[src/rtl/shift_issue_stage.sv]
// -----------------------------------------------------------------------------
// shift_issue_stage
//
// Issue stage that sits directly in front of the barrel shifter datapath.
// Shift requests from the decode/ALU front end are buffered in a small FIFO.
// The head entry drives a combinational barrel shifter. The shifted result,
// its zero/overflow flags and the request tag are then captured in an output
// register with a valid/ready handshake. With both sides free, one op per
// cycle flows through.
//
// Ports:
//   clk_in         - clock; all state updates on the rising edge
//   rst_n_in       - asynchronous active-low reset
//   flush_in       - synchronous flush of every queued and held op
//   req_valid_in   - request valid
//   req_ready_out  - request ready (decoded from registered FIFO count only)
//   req_x_in       - operand
//   req_s_in       - shift amount
//   req_op_in      - shift op (000 LSR, 001 ASR, 01x ROR,
//                              100 LSL, 101 ASL, 11x ROL)
//   req_tag_in     - opaque request tag
//   rsp_valid_out  - result valid
//   rsp_ready_in   - result accepted by the consumer
//   rsp_y_out      - shifted result
//   rsp_zf_out     - result is zero
//   rsp_vf_out     - overflow flag from the shifter (always 0)
//   rsp_tag_out    - tag of the result
//   occupancy_out  - FIFO entry count (the output register is not counted)
//
// This file also holds the barrelshifter module that the stage instantiates.
// -----------------------------------------------------------------------------

// -----------------------------------------------------------------------------
// barrelshifter
//
// Combinational log-depth shifter. The left-shifting ops are built by
// bit-reversing the operand, running the right-shift network and reversing
// the result back. With that mapping, ASL fills from x[0] and ROL is a
// rotate-left, so one right-shift network covers all eight op codes.
//
// Ports:
//   x   - operand
//   s   - shift amount
//   op  - shift op, same encoding as the issue stage
//   y   - result
//   zf  - y == 0
//   vf  - overflow flag (shifts here never overflow, so it is tied to 0)
// -----------------------------------------------------------------------------
module barrelshifter #(
    parameter int D_SIZE = 8
) (
    input  logic [D_SIZE-1:0]         x,
    input  logic [$clog2(D_SIZE)-1:0] s,
    input  logic [2:0]                op,
    output logic [D_SIZE-1:0]         y,
    output logic                      zf,
    output logic                      vf
);

    localparam int S_W = $clog2(D_SIZE);

    function automatic logic [D_SIZE-1:0] bit_rev(input logic [D_SIZE-1:0] v);
        logic [D_SIZE-1:0] r;
        r = '0;
        for (int i = 0; i < D_SIZE; i++) begin
            r[i] = v[D_SIZE-1-i];
        end
        return r;
    endfunction

    logic                is_left;
    logic                is_rot;
    logic                fill_bit;
    logic [D_SIZE-1:0]   norm_x;
    logic [D_SIZE-1:0]   cur;
    logic [D_SIZE-1:0]   nxt;
    logic [S_W-1:0]      src_idx;

    // Right-shift network over the (possibly reversed) operand. Each stage k
    // moves the data by 2^k when s[k] is set. Bits shifted in from the top
    // come either from the wrapped-around low bits (rotate) or from the fill
    // bit. Because D_SIZE is a power of two, truncating the source index to
    // S_W bits gives the rotate wrap for free. For ASL, the fill bit is the
    // reversed operand's MSB, which is x[0].
    always_comb begin
        is_left  = op[2];
        is_rot   = op[1];
        norm_x   = is_left ? bit_rev(x) : x;
        fill_bit = !op[1] && op[0] && norm_x[D_SIZE-1];
        cur      = norm_x;
        nxt      = '0;
        src_idx  = '0;
        for (int k = 0; k < S_W; k++) begin
            nxt = cur;
            if (s[k]) begin
                for (int i = 0; i < D_SIZE; i++) begin
                    src_idx = S_W'(i + (1 << k));
                    if ((i + (1 << k) < D_SIZE) || is_rot) begin
                        nxt[i] = cur[src_idx];
                    end else begin
                        nxt[i] = fill_bit;
                    end
                end
            end
            cur = nxt;
        end
        y  = is_left ? bit_rev(cur) : cur;
        zf = (y == '0);
        vf = 1'b0;
    end

endmodule

module shift_issue_stage #(
    parameter int D_SIZE = 8,
    parameter int DEPTH  = 4,
    parameter int TAG_W  = 4
) (
    input  logic                       clk_in,
    input  logic                       rst_n_in,
    input  logic                       flush_in,
    input  logic                       req_valid_in,
    output logic                       req_ready_out,
    input  logic [D_SIZE-1:0]          req_x_in,
    input  logic [$clog2(D_SIZE)-1:0]  req_s_in,
    input  logic [2:0]                 req_op_in,
    input  logic [TAG_W-1:0]           req_tag_in,
    output logic                       rsp_valid_out,
    input  logic                       rsp_ready_in,
    output logic [D_SIZE-1:0]          rsp_y_out,
    output logic                       rsp_zf_out,
    output logic                       rsp_vf_out,
    output logic [TAG_W-1:0]           rsp_tag_out,
    output logic [$clog2(DEPTH):0]     occupancy_out
);

    localparam int S_W   = $clog2(D_SIZE);
    localparam int PTR_W = $clog2(DEPTH);

    typedef struct packed {
        logic [D_SIZE-1:0] x;
        logic [S_W-1:0]    s;
        logic [2:0]        op;
        logic [TAG_W-1:0]  tag;
    } req_t;

    req_t              mem [DEPTH];
    logic [PTR_W-1:0]  wr_ptr;
    logic [PTR_W-1:0]  rd_ptr;
    logic [PTR_W:0]    count;

    logic              push;
    logic              pop;
    logic              head_valid;
    req_t              head;
    logic [D_SIZE-1:0] shift_y;
    logic              shift_zf;
    logic              shift_vf;

    // DEPTH is a power of two, so the FIFO is full exactly when the count's
    // MSB is set. Ready comes from registered state only, so a same-cycle pop
    // cannot reopen a full FIFO, and there is no path from rsp_ready_in.
    assign req_ready_out = !count[PTR_W];
    assign head_valid    = (count != '0);
    assign push          = req_valid_in && req_ready_out;
    assign pop           = head_valid && (!rsp_valid_out || rsp_ready_in);
    assign occupancy_out = count;

    // When the FIFO is empty, drive zeros into the shifter so that stale
    // entries do not make it toggle.
    assign head = head_valid ? mem[rd_ptr] : '0;

    barrelshifter #(
        .D_SIZE (D_SIZE)
    ) u_shifter (
        .x  (head.x),
        .s  (head.s),
        .op (head.op),
        .y  (shift_y),
        .zf (shift_zf),
        .vf (shift_vf)
    );

    // FIFO storage has no reset. Only entries between rd_ptr and wr_ptr are
    // ever observed. A request pushed during a flush is dropped, so there is
    // no point writing it.
    always_ff @(posedge clk_in) begin
        if (push && !flush_in) begin
            mem[wr_ptr] <= '{x: req_x_in, s: req_s_in, op: req_op_in, tag: req_tag_in};
        end
    end

    // Pointers wrap naturally modulo DEPTH. A simultaneous push and pop
    // advances both pointers and leaves the count unchanged. Flush overrides
    // both.
    always_ff @(posedge clk_in or negedge rst_n_in) begin
        if (!rst_n_in) begin
            wr_ptr <= '0;
            rd_ptr <= '0;
            count  <= '0;
        end else if (flush_in) begin
            wr_ptr <= '0;
            rd_ptr <= '0;
            count  <= '0;
        end else begin
            if (push) begin
                wr_ptr <= wr_ptr + 1'b1;
            end
            if (pop) begin
                rd_ptr <= rd_ptr + 1'b1;
            end
            case ({push, pop})
                2'b10:   count <= count + 1'b1;
                2'b01:   count <= count - 1'b1;
                default: count <= count;
            endcase
        end
    end

    // Output register. A pop loads the shifter result together with the head
    // tag. When the consumer accepts the result and nothing is queued, valid
    // drops but the data outputs keep their last values. During a stall,
    // nothing here changes.
    always_ff @(posedge clk_in or negedge rst_n_in) begin
        if (!rst_n_in) begin
            rsp_valid_out <= 1'b0;
            rsp_y_out     <= '0;
            rsp_zf_out    <= 1'b0;
            rsp_vf_out    <= 1'b0;
            rsp_tag_out   <= '0;
        end else if (flush_in) begin
            rsp_valid_out <= 1'b0;
        end else if (pop) begin
            rsp_valid_out <= 1'b1;
            rsp_y_out     <= shift_y;
            rsp_zf_out    <= shift_zf;
            rsp_vf_out    <= shift_vf;
            rsp_tag_out   <= head.tag;
        end else if (rsp_valid_out && rsp_ready_in) begin
            rsp_valid_out <= 1'b0;
        end
    end

endmodule

[config.mk]
export PLATFORM = sky130hd
export DESIGN_NAME = shift_issue_stage
export DESIGN_NICKNAME = d
export VERILOG_FILES = /design/src/rtl/shift_issue_stage.sv
export SDC_FILE = /design/constraint.sdc
export NUM_CORES = 1
export LEC_CHECK = 0
export CAP_MARGIN = 20
export CORE_MARGIN = 5
export CORE_UTILIZATION = 52
export DETAILED_ROUTE_END_ITERATION = 8
export PLACE_DENSITY = 0.76
export SYNTH_ARGS = -nofsm -noshare
export SYNTH_HDL_FRONTEND = slang
export SYNTH_SLANG_ARGS = --single-unit
[constraint.sdc]
create_clock -name clk_in -period 2.5 [get_ports clk_in]
set_input_delay 0.25 -clock clk_in [delete_from_list [all_inputs] [get_ports clk_in]]
set_output_delay 0.25 -clock clk_in [all_outputs]
set_load 0.02 [all_outputs]
# Word-level counts from Yosys, hierarchy flattened
# Memories as Yosys holds them, arrays and structs flattened.
# Index checks and enable logic that the tools add are counted.
dict set report word_totals {
  reg_bits 21
  ramBits 72
  in_bits 23
  out_inout_bits 19
  wordCells 57
  mem_count 1
}
# name depth word_bits rd rd_clocked_by_memory_dff write_ports line_no
set memory_table {}
lappend memory_table {mem 4 18 1 0 1 147} ;# req_t mem [DEPTH];
dict set report op_classes {
  n_addsub 4
  n_eq_ne 2
  n_mux 24
  bitwise 1
  reduce_logical 18
}
# op n
set op_table {}
lappend op_table {{$mux 8} 5}
lappend op_table {{$mux 18} 1}
lappend op_table {{$mux 1} 12}
lappend op_table {{$reduce_bool 3->1} 3}
lappend op_table {{$logic_not 8->1} 1}
lappend op_table {{$mux 2} 4}
lappend op_table {{$logic_and 1x1->1} 6}
lappend op_table {{$pmux 3 s2} 1}
lappend op_table {{$add 2x1->2 const B} 2}
lappend op_table {{$logic_not 1->1} 4}
lappend op_table {{$reduce_bool 2->1} 2}
lappend op_table {{$add 3x1->3 const B} 1}
lappend op_table {{$mux 3} 1}
lappend op_table {{$sub 3x1->3 const B} 1}
lappend op_table {{$eq 2x1->1 const B} 1}
lappend op_table {{$eq 2x2->1 const B} 1}
lappend op_table {{$reduce_and 2->1} 1}
lappend op_table {{$logic_or 1x1->1} 1}
lappend op_table {{$not 1->1} 1}

# Longest topological paths before layout
# Gate-level depths: netlist of the first run.
dict set report logic_depth {
  word_depth 13
  mapped_depth 9
  ltp_nobuf 7
}

# Cells and area by module
# Synthesis of the first run repeated with hierarchy kept, for this count alone.
dict set report hier_totals {
  hier_cells 334
  hier_area_um2 4904.7
}
# module n_inst cells_each area_per_inst_um2 seq_area_each_um2
set modules_own_cells {}
lappend modules_own_cells {shift_issue_stage 1 191 3788.6 2712.6}
lappend modules_own_cells {barrelshifter 1 143 1116.1 0.0}

# Worst setup path after synthesis of the first run
# No wires, ideal clock.
dict set report synth_timing {
  kind {flip-flop to flip-flop}
  from {reg rd_ptr[0]}
  to {reg rsp_zf_out}
  setup_ns 0.092
  arrival_time_ns 2.522
  t_required_ns 2.408
  setup_slack_ns -0.114
  stages_incl_launch_ff 9
  path_buffers 1
  synth_period_minus_slack_ns 2.614
  cell_sequence {dfrtp_1 -> buf_6 -> mux4_2 -> mux2_4 -> mux2_4 -> a2bb2oi_1 -> o211ai_2 -> or3b_1 -> o31ai_2}
}
dict set report synth_via {
  elab_chain_cells 11
  elab_cells_between_ends 18
  cone_classes {mux (13); reduce/logical (4); memory (1)}
}
# item line_no
set synth_lines {}
lappend synth_lines {{start, declared} 149} ;# logic [PTR_W-1:0] rd_ptr;
lappend synth_lines {{start signal, assigned} 210} ;# rd_ptr <= rd_ptr + 1'b1;
lappend synth_lines {{$mem_v2 4x18 *} n/a}
lappend synth_lines {{$mux 18 *} 171} ;# assign head = head_valid ? mem[rd_ptr] : '0;
lappend synth_lines {{$logic_not 1->1} 89} ;# fill_bit = !op[1] && op[0] && norm_x[D_SIZE-1];
lappend synth_lines {{$logic_and 1x1->1 (2 in series)} 89}
lappend synth_lines {{$mux 1} 98} ;# if ((i + (1 << k) < D_SIZE) || is_rot) begin
lappend synth_lines {{$mux 8 (3 in series)} 95} ;# if (s[k]) begin
lappend synth_lines {{$mux 8 *} 107} ;# y = is_left ? bit_rev(cur) : cur;
lappend synth_lines {{$logic_not 8->1 *} 108} ;# zf = (y == '0);
lappend synth_lines {{end signal, assigned} 236} ;# rsp_zf_out <= shift_zf;
lappend synth_lines {{end, declared} 131} ;# output logic rsp_zf_out,
# Mark *: on every way between the ends. The rest lies on a longest branch, timed or not.
# A chain may end at the register's enable or synchronous reset.

# Worst setup path in the final report of the first run
# Ends and elaborated chain as after synthesis.

==> results of run 1 <==
## sequential cells by signal, indices dropped and copies added (netlist names)
register       flops
rd_ptr             2
rsp_tag_out        4
rsp_zf_out         1
wr_ptr             2
rsp_valid_out      1
mem               72
occupancy_out      3
rsp_y_out          8
## kinds of logic after synthesis
kind of cell,share of synthesized area
xor+xnor,0.0118
compound gates,0.0744
flops,0.603
fa+ha+maj,0.0157
other cells,0.000841
simple gates,0.101
mux,0.167
buf+inv,0.0264
## cell usage after synthesis, types with 3 or more instances
| cell type | count |
|---|---|
| nor2b_1 | 7 |
| inv_1 | 4 |
| mux2_2 | 7 |
| mux2i_1 | 17 |
| mux4_2 | 19 |
| nand2_1 | 37 |
| a31oi_1 | 8 |
| nand3_1 | 3 |
| clkbuf_1 | 9 |
| edfxtp_1 | 72 |
| and2_1 | 9 |
| o211ai_1 | 3 |
| or3_1 | 3 |
| mux2_4 | 3 |
| buf_6 | 3 |
| a21oi_1 | 3 |
| nor2_1 | 25 |
| xnor2_1 | 4 |
| dfrtp_1 | 21 |
| ha_1 | 4 |
| buf_2 | 4 |
## worst paths after layout
path	start	endpoint	slack, ps	cells past startpoint
min reg2reg	rsp_tag_out[2]$_DFFE_PN0P_	rsp_tag_out[2]$_DFFE_PN0P_	490	2
min in group clk_in	rsp_tag_out[2]$_DFFE_PN0P_	rsp_tag_out[2]$_DFFE_PN0P_	490	2
min	rst_n_in	rsp_y_out[2]$_DFFE_PN0P_	240	2
max	rd_ptr[0]$_DFFE_PN0P_	rsp_zf_out$_DFFE_PN0P_	-280	8
max in group asynchronous	rst_n_in	rd_ptr[0]$_DFFE_PN0P_	2020	2
max reg2reg	rd_ptr[0]$_DFFE_PN0P_	rsp_zf_out$_DFFE_PN0P_	-280	8
## through the flow
step                      setup TNS [ps]  cells  hold WS (ps)  setup WS, ps
after floorplan                     -114    311         -45.6          -114
after global placement             -1080    482           461          -212
after detailed placement           -1550    482           461          -301
after CTS                           -913    506           232          -238
after global routing               -2150    512           273          -338
final                              -1170    512           238          -282
## timing repair
item,CTS,global route
gates resized for setup,20,26
setup endpoints to repair,9,9
pin swaps,14,16
buffers inserted,8,5
cloned,1,1
## critical path, delay by kind of cell (launching register included)
kind | cells | cell delay (ps)
buffers and inverters | 1 | 170
AO/OA/AOI/OAI | 2 | 470
AND/OR/NAND/NOR | 1 | 370
XOR/XNOR | 1 | 180
flip-flops | 1 | 460
multiplexers | 3 | 1050
## power by group
part	switching [mW]	internal (mW)	total [mW]
Combinational	1.94	2.01	3.96
Clock	0.565	0.383	0.948
Sequential	0.106	1.88	1.99
## area by class of cell
type                       count  share of cell area
clock buffer                   9              0.0216
tap                          105              0.0229
inverter                       4             0.00262
sequential                    93               0.469
clock inverter                 7              0.0120
timing repair buffer          98               0.157
multi-input combinational    196               0.314
## routing by layer
layer	GRT usage	share of wire	vias up
li1	-	-	1367
met1	0.241	0.41	1502
met2	0.331	0.52	66
met3	0.0352	0.035	17
met4	0.0737	0.028	0
met5	0	0	-
==> metrics, run 1 <==
I/O pins=42; die area=between 10000 and 15000 um^2; leading cell type in the layout, fill and taps excluded=edfxtp_1; wire per inst=approximately 18 um; RSZ-0062 raised after global routing=true; clk buf depth=2; most frequent cells in the layout=edfxtp_1 (72), buf_4 (46), clkdlybuf4s50_1 (40); final core utilization=0.690; total CTS buffers=9; Root Driver=clkbuf_8; port bufs=40; GP Congestion=between 0.9 and 1; max_cap viols=0; Post-CTS Hold Buffers=0; largest area contributor in the netlist=edfxtp_1; Syn Nets=~340; Cell Chain, Critical Path=mux4_2 > buf_4 > xnor2_2 > mux2i_1 > mux2i_2 > a22o_1 > or3b_4 > o31ai_2; Final WS setup=-282 ps; Synth cell types=54; Die H=approximately 100 um; status=finished with violations; Post-DP Area=between 5000 and 6000 um^2; minimum clock period=2780 ps; top cells by area, synth=edfxtp_1 (48%), dfrtp_1 (12%), mux4_2 (9.6%); CTS tree=done; initial antenna violation count=0; fmax=around 360 MHz; number of global-route vias before repair=approximately 3.0k; P_leak=between 2 and 2.5 nW; Multi-input gate area=1800 um^2; Design Area, Final=5730 um^2; Detail Placement HPWL=6630 um; DRC=0; Core Box Area=8300 um^2; Worst setup EP type=register; PwrDens=between 1000 and 1500 nW/um^2; slew at the pin with the worst max-slew slack=818 ps; register area=between 2000 and 3000 um^2; synthesized flop and latch total=just over 90; die width=around 100 um; Site Rows=33; via count=2952; Routed WL=~9400 um; Seq/Total Area, Yosys=0.603; startpoint types=register; Final setup viols=9; Mapped Area=4460 um^2; Yosys warnings=0; initial drt markers=120; Congestion Overflow GR=0; Routed Antenna Nets=0; critical path class=register to register; Synth Area per Inst=14.3 um^2; final worst path period share=1.11; max incr delay on CP=580 ps; number of synthesized flops with an enable pin=just over 70; Hold Crit Class=primary input to asynchronous set/reset pin; Post-synth ARST share=0.226; nets@finish=430; Worst-path clk slew=110 ps; antenna cells=0; Main synth FF type=edfxtp_1; gr usage total=0.192; CTS HTree Levels=3; Hold Fails Final Rpt=0; Synth-to-Final Area Change=28.5%; synthesized instance count=311; share of cells above drive strength 1=0.346; Worst path slowest cell=mux4_2; Vias/cell=around 5.8; Max-slew headroom=0.453; largest net degree at the start of global routing=22; post-synth top area share=0.485; Initial Util=0.537; Pwr Total=between 6 and 7 mW; latest clock arrival within the worst-skew pair=between 300 and 400 ps; Worst Path Required=2760 ps; Final Max Tran Viols=0; Final Skew=12.5 ps; peak supply drop=0.000501 V; Fill cells=between 500 and 600; crit path DAT=approximately 3000 ps; clk sink count=between 90 and 100; failing checks=negative setup slack; first-pass GRT wire length=approximately 15000 um; Critical Path Fanout Max=5; DRT Pass-1 Iters=4
(Power assumes the default switching activity.)
==> run 2: changes to the inputs <==
--- a/config.mk
+++ b/config.mk
@@ -5,6 +5,7 @@
 export SDC_FILE = /design/constraint.sdc
 export NUM_CORES = 1
 export LEC_CHECK = 0
+export ABC_CLOCK_PERIOD_IN_PS = 2500
 export CAP_MARGIN = 20
 export CORE_MARGIN = 5
 export CORE_UTILIZATION = 52
==> results of run 2 <==
No change in the layout: final DEF, timing and power equal those of run 1.
==> run 3: changes to the inputs <==
--- a/config.mk
+++ b/config.mk
@@ -9,6 +9,7 @@
 export CAP_MARGIN = 20
 export CORE_MARGIN = 5
 export CORE_UTILIZATION = 52
+export CTS_BUF_LIST = sky130_fd_sc_hd__clkbuf_16
 export DETAILED_ROUTE_END_ITERATION = 8
 export PLACE_DENSITY = 0.76
 export SYNTH_ARGS = -nofsm -noshare
==> metrics, run 3 (same netlist as run 1, synthesis figures left out) <==
status=finished with violations; failing checks=negative setup slack; Die H=103 um (unchanged); clk buf depth=2 (unchanged); Hold Fails Final Rpt=0 (unchanged); die area=10500 um^2 (unchanged); DRC=0 (unchanged); DRT Pass-1 Iters=5 (+1); leading cell type in the layout, fill and taps excluded=edfxtp_1; Largest register FFs=72 (unchanged); largest register by flop count=mem; Routed WL=9210 um (-2.4%); Max-slew headroom=0.481 (+0.0287); final worst path period share=1.10 (-0.0174); Final Skew=5.04 ps (-7.41 ps); Top Registers=mem (72), rsp_y_out (8), rsp_tag_out (4); P_leak=2.15 nW (+0.32%); Site Rows=33 (unchanged); fmax=365 MHz (+1.6%); RSZ-0062 raised after global routing=true; Worst-path clk slew=70 ps (-40 ps); Vias/cell=5.74 (-0.38%); critical path class=register to register; number of global-route vias before repair=3025 (-0.36%); Core Box Area=8300 um^2 (unchanged); Worst Path Required=2740 ps (-20 ps); peak supply drop=0.000532 V (+6.3%); Final Max Tran Viols=0 (unchanged); latest clock arrival within the worst-skew pair=330 ps (-30 ps); PwrDens=1220 nW/um^2 (+1.1%); Hold Crit Class=primary input to asynchronous set/reset pin; Routed Antenna Nets=0 (unchanged); first-pass GRT wire length=15000 um (-0.73%); clk sink count=93 (unchanged); initial antenna violation count=0 (unchanged); startpoint types=register; I/O pins=42 (unchanged); largest net degree at the start of global routing=22 (unchanged); Detail Placement HPWL=6630 um (unchanged); Root Driver=clkbuf_16; CTS tree=done; crit path DAT=2980 ps (-70 ps); port bufs=40 (unchanged); wire per inst=18.2 um (-1.5%); Critical Path Fanout Max=8 (+3); Synth-to-Final Area Change=27.9%; Final WS setup=-239 ps (+43.5 ps); max_cap viols=0 (unchanged); die width=103 um (unchanged); placed cells=482 (unchanged); via count=2912 (-1.4%); total CTS buffers=9 (unchanged); Final setup viols=9 (unchanged); Non-Filler Instances=507 (-0.98%); initial drt markers=97 (-19%); Initial Util=0.537 (unchanged); share of cells above drive strength 1=0.301 (-0.0454); pre-CTS WS=-301 ps (unchanged); CTS HTree Levels=3 (unchanged); slew at the pin with the worst max-slew slack=775 ps (-43.0 ps); most frequent cells in the layout=edfxtp_1 (72), buf_4 (45), clkdlybuf4s50_1 (40); antenna cells=0 (unchanged); Congestion Overflow GR=0 (unchanged); Fill cells=522 (+2.0%); GP Congestion=0.928 (unchanged); Post-CTS Hold Buffers=0 (unchanged); minimum clock period=2740 ps (-43.5 ps); nets@finish=425 (-1.2%); gr usage total=0.190 (-0.00232); Worst setup EP type=register
run 3: where the power goes:
group / switching (mW) / total (mW) / internal, mW
clock: 0.592 / 1.29 / 0.696
combinational: 1.82 / 3.66 / 1.84
sequential: 0.103 / 1.99 / 1.88
run 3: area by class of cell:
cell class / instances / area (um^2) / area share
clock buffers: 9 / 225 / 0.0395
repair buffers: 93 / 835 / 0.146
clock inverters: 7 / 68.8 / 0.0121
multi-input cells: 196 / 1740 / 0.305
inverters: 4 / 15.0 / 0.00263
well taps: 105 / 131 / 0.0230
flip-flops and latches: 93 / 2690 / 0.471
run 3: layer usage:
layer	GRT usage	up-vias	part of all wire	wire [um]
met5	0	-	0	0
met4	0.0777	0	0.022	205
met3	0.0304	18	0.032	294
met2	0.328	64	0.53	4840
met1	0.238	1473	0.42	3870
li1	-	1357	-	-
run 3: through the flow:
stage | instance area [um^2] | util | TNS (ps) | total power, mW | hold slack [ps]
global route | 5700 | 0.687 | -2260 | 7.36 | 317
CTS | 5650 | 0.681 | -961 | 6.85 | 266
detailed placement | 5230 | 0.630 | -1550 | 5.32 | 461
global placement | 5230 | 0.630 | -1080 | 5.27 | 461
finish | 5700 | 0.687 | -888 | 6.93 | 266
floorplan | 4460 | - | -114 | 4.14 | -45.6
run 3: path summary, 6_finish.rpt:
check	startpoint	end	slack (ps)	cells past startpoint
max in group asynchronous	rst_n_in	rd_ptr[0]$_DFFE_PN0P_	2000	2
worst min-delay path	rst_n_in	rsp_y_out[2]$_DFFE_PN0P_	270	2
worst max-delay path	rd_ptr[0]$_DFFE_PN0P_	rsp_zf_out$_DFFE_PN0P_	-240	7
worst max register to register	rd_ptr[0]$_DFFE_PN0P_	rsp_zf_out$_DFFE_PN0P_	-240	7
min in group clk_in	rsp_tag_out[2]$_DFFE_PN0P_	rsp_tag_out[2]$_DFFE_PN0P_	480	2
worst min register to register	rsp_tag_out[2]$_DFFE_PN0P_	rsp_tag_out[2]$_DFFE_PN0P_	480	2
run 3: critical path: stages (launching register included):
cell and delay, ps:
dfrtp_2 430, mux4_2 660, mux2_4 370, and3_4 200
o32ai_4 290, o2bb2ai_2 100, a311o_1 340, o31ai_2 250
run 3: repair_timing:
action                     in CTS  in global routing
buffers inserted                7                  2
pin swaps                      13                  3
setup endpoints to repair       9                  9
gates resized for setup        17                  8
cloned                          1                  0
